## src/rtl/fp16_div.sv

```systemverilog
// ============================================================================
// Module   : fp16_div
// Purpose  : Sequential FP16 divider, one quotient bit per cycle, truncating.
// Revision : 1.0
// ============================================================================
`default_nettype none

module fp16_div (
    input  logic        clk,
    input  logic        rst,
    input  logic        start,
    input  logic [15:0] a,
    input  logic [15:0] b,
    output logic        busy,
    output logic        done,
    output logic [15:0] result,
    output logic        overflow,
    output logic        div_by_zero
);

    localparam logic [1:0] S_IDLE   = 2'd0;
    localparam logic [1:0] S_DIVIDE = 2'd1;
    localparam logic [1:0] S_NORM   = 2'd2;

    localparam logic [3:0]  c_LAST_ITER = 4'd11;
    localparam logic [15:0] c_QNAN      = 16'h7E00;
    localparam logic [14:0] c_INF_MAG   = 15'h7C00;

    logic [1:0]        r_state;
    logic [1:0]        w_next_state;

    logic              r_special;
    logic [15:0]       r_spec_res;
    logic              r_spec_ovf;
    logic              r_spec_dbz;
    logic              r_sign;
    logic signed [6:0] r_exp;
    logic [11:0]       r_rem;
    logic [10:0]       r_div;
    logic [11:0]       r_q;
    logic [3:0]        r_cnt;
    logic [15:0]       r_result;
    logic              r_ovf;
    logic              r_dbz;
    logic              r_done;

    // Operand classification on the live inputs; only used on the start edge.
    logic        w_a_zero;
    logic        w_b_zero;
    logic        w_a_inf;
    logic        w_b_inf;
    logic        w_in_sign;
    logic        w_special;
    logic [15:0] w_spec_res;
    logic        w_spec_ovf;
    logic        w_spec_dbz;

    assign w_a_zero  = (a[14:10] == 5'd0);
    assign w_b_zero  = (b[14:10] == 5'd0);
    assign w_a_inf   = (a[14:10] == 5'h1F);
    assign w_b_inf   = (b[14:10] == 5'h1F);
    assign w_in_sign = a[15] ^ b[15];

    always_comb begin
        w_special  = 1'b1;
        w_spec_res = 16'h0000;
        w_spec_ovf = 1'b0;
        w_spec_dbz = 1'b0;
        if (w_a_zero && w_b_zero) begin
            w_spec_res = c_QNAN;
            w_spec_dbz = 1'b1;
        end else if (w_b_zero) begin
            w_spec_res = {w_in_sign, c_INF_MAG};
            w_spec_dbz = 1'b1;
        end else if (w_a_inf && w_b_inf) begin
            w_spec_res = c_QNAN;
        end else if (w_a_inf) begin
            w_spec_res = {w_in_sign, c_INF_MAG};
            w_spec_ovf = 1'b1;
        end else if (w_a_zero || w_b_inf) begin
            w_spec_res = {w_in_sign, 15'h0000};
        end else begin
            w_special = 1'b0;
        end
    end

    // Restoring step: remainder stays below 2*divisor, so 12 bits suffice.
    logic        w_ge;
    logic [11:0] w_rem_next;

    assign w_ge       = (r_rem >= {1'b0, r_div});
    assign w_rem_next = w_ge ? (r_rem - {1'b0, r_div}) : r_rem;

    // ------------------------------------------------------------------ FSM
    always_ff @(posedge clk or posedge rst) begin
        if (rst) begin
            r_state <= S_IDLE;
        end else begin
            r_state <= w_next_state;
        end
    end

    always_comb begin
        w_next_state = r_state;
        case (r_state)
            S_IDLE: begin
                if (start) begin
                    w_next_state = w_special ? S_NORM : S_DIVIDE;
                end
            end
            S_DIVIDE: begin
                if (r_cnt == c_LAST_ITER) begin
                    w_next_state = S_NORM;
                end
            end
            S_NORM:  w_next_state = S_IDLE;
            default: w_next_state = S_IDLE;
        endcase
    end

    logic signed [6:0] w_norm_exp;
    logic [9:0]        w_mant;
    logic [15:0]       w_res;
    logic              w_ovf;
    logic              w_dbz;

    always_comb begin
        w_norm_exp = r_q[11] ? r_exp : (r_exp - 7'sd1);
        w_mant     = r_q[11] ? r_q[10:1] : r_q[9:0];
        w_res      = {r_sign, w_norm_exp[4:0], w_mant};
        w_ovf      = 1'b0;
        w_dbz      = 1'b0;
        if (r_special) begin
            w_res = r_spec_res;
            w_ovf = r_spec_ovf;
            w_dbz = r_spec_dbz;
        end else if (w_norm_exp >= 7'sd31) begin
            w_res = {r_sign, c_INF_MAG};
            w_ovf = 1'b1;
        end else if (w_norm_exp <= 7'sd0) begin
            w_res = {r_sign, 15'h0000};
        end
    end

    // ------------------------------------------------------------- Datapath
    always_ff @(posedge clk or posedge rst) begin
        if (rst) begin
            r_special  <= 1'b0;
            r_spec_res <= 16'h0000;
            r_spec_ovf <= 1'b0;
            r_spec_dbz <= 1'b0;
            r_sign     <= 1'b0;
            r_exp      <= 7'sd0;
            r_rem      <= 12'd0;
            r_div      <= 11'd0;
            r_q        <= 12'd0;
            r_cnt      <= 4'd0;
            r_result   <= 16'h0000;
            r_ovf      <= 1'b0;
            r_dbz      <= 1'b0;
            r_done     <= 1'b0;
        end else begin
            r_done <= 1'b0;
            case (r_state)
                S_IDLE: begin
                    if (start) begin
                        r_special  <= w_special;
                        r_spec_res <= w_spec_res;
                        r_spec_ovf <= w_spec_ovf;
                        r_spec_dbz <= w_spec_dbz;
                        r_sign     <= w_in_sign;
                        r_exp      <= $signed({2'b00, a[14:10]}) - $signed({2'b00, b[14:10]}) + 7'sd15;
                        r_rem      <= {2'b01, a[9:0]};
                        r_div      <= {1'b1, b[9:0]};
                        r_q        <= 12'd0;
                        r_cnt      <= 4'd0;
                    end
                end
                S_DIVIDE: begin
                    r_q   <= {r_q[10:0], w_ge};
                    r_rem <= {w_rem_next[10:0], 1'b0};
                    r_cnt <= r_cnt + 4'd1;
                end
                S_NORM: begin
                    r_result <= w_res;
                    r_ovf    <= w_ovf;
                    r_dbz    <= w_dbz;
                    r_done   <= 1'b1;
                end
                default: ;
            endcase
        end
    end

    assign busy        = (r_state != S_IDLE);
    assign done        = r_done;
    assign result      = r_result;
    assign overflow    = r_ovf;
    assign div_by_zero = r_dbz;

endmodule

`default_nettype wire

```

## config.mk

```make
export PLATFORM = sky130hd
export DESIGN_NAME = fp16_div
export DESIGN_NICKNAME = d
export VERILOG_FILES = /design/src/rtl/fp16_div.sv
export SDC_FILE = /design/constraint.sdc
export NUM_CORES = 1
export LEC_CHECK = 0
export CAP_MARGIN = 20
export CORE_ASPECT_RATIO = 1.4
export CORE_MARGIN = 2
export CORE_UTILIZATION = 48
export CTS_CLUSTER_DIAMETER = 100
export DETAILED_ROUTE_END_ITERATION = 12
export GPL_ROUTABILITY_DRIVEN = 0
export PLACE_DENSITY = 0.82
export SYNTH_ARGS = -nofsm -noshare
export SYNTH_HDL_FRONTEND = slang
export SYNTH_SLANG_ARGS = --single-unit
```

## constraint.sdc

```tcl
create_clock -name clk -period 2.85 [get_ports clk]
set_input_delay 0.7125 -clock clk [delete_from_list [all_inputs] [get_ports clk]]
set_output_delay 0.7125 -clock clk [all_outputs]
set_load 0.05 [all_outputs]
```

Word-level counts from Yosys, hierarchy flattened
Cells that the tools add are included.

operators by class
  magnitude comparators = 3
  reductions and logical operators = 11
  bitwise operators = 1
  equality and inequality tests = 7
  mux-type cells = 36
  add/subtract/negate cells = 5

operators by type and width
  kind                 count
  $mux 16              6
  $pmux 12 s2          2
  $mux 15              2
  $mux 12              2
  $mux 1               15
  $ge 12x11->1         1
  $mux 11              1
  $sub 11x11->11       1
  $eq 5x5->1 const B   2
  $logic_not 5->1      2
  $mux 10              1
  $pmux 4 s2           1
  $add 6x5->7 const B  1
  $ge 7x6->1 const B   1
  $le 7x1->1 const B   1
  $mux 7               1
  $sub 7x2->7 const B  1
  $mux 2               3
  $reduce_and 2->1     3
  $sub 5x5->6          1
  $add 4x1->4 const B  1
  $eq 4x4->1 const B   1
  $mux 4               1
  $ne 2x2->1 const B   2
  other kinds (8)      10

storage, ports and cells
  input bits = 35
  logic and storage cells = 78
  output and inout bits = 20
  register bits = 87

Longest topological paths before layout
  depth after elaboration = 10
  mapped depth = 10
  depth with buffers taken out = 10

Least setup slack after synthesis
No wires, ideal clock.

  path kind = register -> register
  start point = register r_exp[0]
  end point = register r_result[9] (netlist: result[9])
  arrival = 2.304 ns
  path buffers = 1
  stages on the path, launching flop included = 10
  path slack = 0.463 ns
  clock period less this slack = 2.387 ns
  path through = dfrtp_1 > inv_1 > ha_1 > or3b_2 > o21ai_1 > or3b_1 > buf_2 > a31oi_1 > nand3_2 > o22ai_1

on the way
  longest elaborated chain between the ends = 6
  elaborated cells between the ends (all ways) = 7
  classes of those cells = add/sub: 1; order compare: 2; mux: 4

RTL lines
  item                      RTL line  source
  start: declaration        37        logic signed [6:0] r_exp;
  start signal: assignment  172       r_exp <= $signed({2'b00, a[14:10]}) - $signed({2'b00, b[14:10]}) + 7'sd15;
  $sub 7x2->7               128       w_norm_exp = r_q[11] ? r_exp : (r_exp - 7'sd1);
  $mux 7 *                  128
  $le 7x1->1                140       end else if (w_norm_exp <= 7'sd0) begin
  $mux 15                   140
  $mux 15 *                 137       end else if (w_norm_exp >= 7'sd31) begin
  $mux 16 *                 133       if (r_special) begin
  end signal: assignment    185       r_result <= w_res;
  end: declaration          42        logic [15:0] r_result;

Every way passes the cells marked *; elsewhere a longest branch is shown, timed or not.
A chain may end at the register's enable or synchronous reset.

Final worst setup path
Same ends and word-level chain as after synthesis.

==> Implementation_results.wiki <==
{| class="wikitable"
! Metric !! Value
|-
| Category of the worst setup path capture point || flop
|-
| Number of detailed-routing iterations run before antenna repair || 4
|-
| Fraction of final layout cells with drive strength greater than 1 || 6.99%
|-
| Part of the cycle the worst path needs || 91.3%
|-
| Worst R2R End || result[9]
|-
| Number of antenna violations at the first check in global routing || 0
|-
| Class of the most critical setup path || reg -> reg
|-
| Worst IR Drop VDD || 710 uV
|-
| Post-placement cell count || 618
|-
| Post-detailed-route count of antenna-violating nets || 0
|-
| Worst clock skew || 0.00463 ns
|-
| EDFF count, synth || 0
|-
| Count of hold-fix buffers inserted at cts || 0
|-
| PortBufs || 54
|-
| Clock slew at the register clock pins of the worst setup and hold paths || 0.06 ns
|-
| Final Core Density || 61.4%
|-
| Number of endpoints with negative hold slack in the final report || 0
|-
| Count of antenna diodes in the layout || 0
|-
| Dpl cell area || 4920 sq um
|-
| Yosys top cell area share || 43.8%
|-
| Longest Clk Path Bufs || 2
|-
| Number of distinct library cells after synthesis || 58
|-
| Post-Synthesis Net Count || 525
|-
| Global-route wire length before repair || 17.5 mm
|-
| Cell count after synthesis || 469
|-
| Total Power Consumption || 0.00656 W
|-
| DIE AREA || 9590 sq um
|-
| Slew @ Worst Pin || 0.757 ns
|-
| Mapped Avg Cell Area || 9.02 sq um
|-
| Initial core utilization || 49.4%
|-
| Die boundary width || 83.3 um
|-
| Routed length per placed instance || 15.9 um
|-
| Number of DRC markers after the initial detailed-route iteration || 242
|-
| Via count of the first global-routing pass || 3761
|-
| Commonest cells after routing, fill and taps aside || sky130_fd_sc_hd__dfrtp_1, sky130_fd_sc_hd__nand2_1, sky130_fd_sc_hd__clkdlybuf4s50_1
|-
| Non-filler instance count after layout || 634
|-
| Area growth, synth to finish || 24.3%
|-
| Footprint of the flip-flops and latches || 1850 sq um
|-
| Detailed placer's ending HPWL || 7.19 mm
|-
| Worst reg2reg startpoint || r_exp[0]
|-
| Setup Buffers After CTS || 0
|-
| Reg2Reg Setup Slack || 0.25 ns
|-
| Final WL || 10.1 mm
|-
| Top area cells in the synthesized netlist || sky130_fd_sc_hd__dfrtp_1, sky130_fd_sc_hd__nand2_1, sky130_fd_sc_hd__ha_1, sky130_fd_sc_hd__o21ai_0, sky130_fd_sc_hd__mux2i_1
|-
| Row count || 40
|-
| Fraction of registers with async set/reset || 100%
|-
| Synth warn || 0
|-
| DR DRC count || 0
|-
| Number of filler instances in the final layout || 697
|-
| Vert. Die Dim || 115 um
|-
| Overflow left after global routing || 0
|-
| Final critical-path required period || 2.60 ns
|-
| Post-route cell area || 5260 sq um
|-
| Headroom to the max-slew limit || 49.4%
|-
| Number of clock sinks || 74
|-
| Startpoint type of the worst setup path || flop
|-
| Placement Setup Slack || -0.0148 ns
|-
| Area of combinational cells with multiple inputs || 2160 sq um
|-
| Clk root buf || sky130_fd_sc_hd__clkbuf_16
|-
| Max frequency || 384 MHz
|-
| Post-layout worst setup margin || 0.247 ns
|-
| Clock buffer count from CTS || 9
|-
| Pwr dens || 1250 nW/um^2
|-
| Number of vias after detailed routing || 3752
|-
| Cell depth of the worst flop-to-flop path || 8
|-
| Yosys top cell by area || sky130_fd_sc_hd__dfrtp_1
|-
| GRT Overall Usage || 22.7%
|-
| Start point of the critical path || r_exp[0]
|-
| Mapped Area || 4230 sq um
|-
| Maximum number of pins on one net before global-route repair || 75
|-
| Final #Nets || 580
|-
| Maximum fanout along the worst path || 10
|-
| Core box area || 8560 sq um
|-
| Leakage power total || 2.31 nW
|-
| # resized after CTS || 0
|-
| Via/cell ratio || 5.92
|-
| Most common library cell in the layout ignoring fill and taps || sky130_fd_sc_hd__dfrtp_1
|-
| Data arrival time of the worst path || 2.86 ns
|-
| Reported max-cap violation count || 0
|-
| Worst min-delay path category || reg -> reg
|-
| Worst Setup EP || result[9]
|-
| Clock H-tree levels || 3
|-
| Required time worst endpoint || 3.11 ns
|-
| Register area share after synthesis || 43.8%
|-
| Outcome || complete, no violations
|-
| Boundary pin count || 55
|-
| Most used DFF post-synth || sky130_fd_sc_hd__dfrtp_1
|-
| Fin. max-slew vios || 0
|-
| Final setup vio count || 0
|-
| Clock insertion delay at the later pin of the skew report || 0.34 ns
|-
| Unrepaired setup endpoints after global routing || no
|-
| Post-synthesis register bit count || 74
|-
| Clock tree from TritonCTS || done
|}
[routing by layer]
metal  part of all wire [%]  global-route usage (%)  wire [um]  vias to the layer above
met5                      0                       0          0                        -
li1                       -                       -          -                     1787
met1                     39                    25.8       3950                     1805
met3                    4.8                    3.73        489                       27
met4                    3.1                    11.9        312                        0
met2                     53                    41.0       5360                      133
[report_power, final]
group          leakage [nW]  internal (W)  switching (W)
Clock                 0.160      0.000853       0.000433
Sequential            0.942       0.00147       0.000360
Combinational          1.21       0.00145        0.00200
[cell type report]
class,instances,share of cell area [%]
clock buffer,11,4.43
clock inverter,5,1.95
inverter,32,2.29
multi-input combinational,339,41.1
sequential,74,35.2
tap,105,2.50
timing repair buffer,68,12.5
[synthesized netlist by cell type (4+ instances only)]
master                     instances
sky130_fd_sc_hd__a211oi_1          7
sky130_fd_sc_hd__nand3_1          12
sky130_fd_sc_hd__or3_1             6
sky130_fd_sc_hd__o21a_1            7
sky130_fd_sc_hd__o21ai_1          10
sky130_fd_sc_hd__and3_1            6
sky130_fd_sc_hd__a311o_1           4
sky130_fd_sc_hd__mux2i_1          12
sky130_fd_sc_hd__nand2b_1          8
sky130_fd_sc_hd__a22o_1           12
sky130_fd_sc_hd__clkbuf_1         21
sky130_fd_sc_hd__a21oi_1          18
sky130_fd_sc_hd__o211ai_1          5
sky130_fd_sc_hd__o31ai_1           5
sky130_fd_sc_hd__o21ai_0          35
sky130_fd_sc_hd__nand2_1          66
sky130_fd_sc_hd__inv_1            32
sky130_fd_sc_hd__a31oi_1           6
sky130_fd_sc_hd__nand4_1           5
sky130_fd_sc_hd__ha_1             19
sky130_fd_sc_hd__dfrtp_1          74
sky130_fd_sc_hd__nor2_1           31
sky130_fd_sc_hd__a21o_1            4
sky130_fd_sc_hd__nor3_1            8
sky130_fd_sc_hd__xnor2_1           9
[kinds of logic after synthesis]
family | Yosys count | share of synthesized area, %
fa+ha+maj | 21 | 6.57
xor+xnor | 12 | 2.49
mux | 12 | 2.84
simple gates | 160 | 17.9
flops | 74 | 43.8
compound gates | 134 | 21.3
buf+inv | 56 | 5.18
[worst max-delay path: stages (launching register included)]
cell	delay [ns]
sky130_fd_sc_hd__dfrtp_1	0.46
sky130_fd_sc_hd__inv_1	0.12
sky130_fd_sc_hd__ha_1	0.21
sky130_fd_sc_hd__or3b_2	0.53
sky130_fd_sc_hd__o21ai_1	0.16
sky130_fd_sc_hd__or3b_1	0.37
sky130_fd_sc_hd__a31oi_1	0.19
sky130_fd_sc_hd__nand3_2	0.23
sky130_fd_sc_hd__o22ai_1	0.24
[worst min path at each step]
stage / from / endpoint / slack [ns] / depth (start not counted)
2_1_floorplan: r_div[10] / r_div[10] / 0.42 / 2
3_3_place_gp: r_div[10] / r_div[10] / 0.44 / 2
3_5_place_dp: r_div[10] / r_div[10] / 0.45 / 2
4_1_cts: r_div[10] / r_div[10] / 0.46 / 2
5_1_grt: r_div[10] / r_div[10] / 0.48 / 2
6_report: r_div[10] / r_div[10] / 0.45 / 2
[per-stage QoR]
stage	hold slack, ns	setup TNS [ns]
6_report	0.452	0
5_1_grt	0.484	0
4_1_cts	0.461	0
3_5_place_dp	0.448	-0.0279
3_3_place_gp	0.437	0
2_1_floorplan	0.418	0
[flip-flops by register name (all words and copies together) (netlist names)]
name,cells
result,16
r_q,12
r_rem,12
r_div,11
r_exp,7
r_cnt,4
r_spec_res,3
r_state,2
div_by_zero,1
done,1
overflow,1
r_sign,1
r_spec_dbz,1
r_spec_ovf,1
r_special,1
No activity file was read; power rests on OpenSTA's default activity.
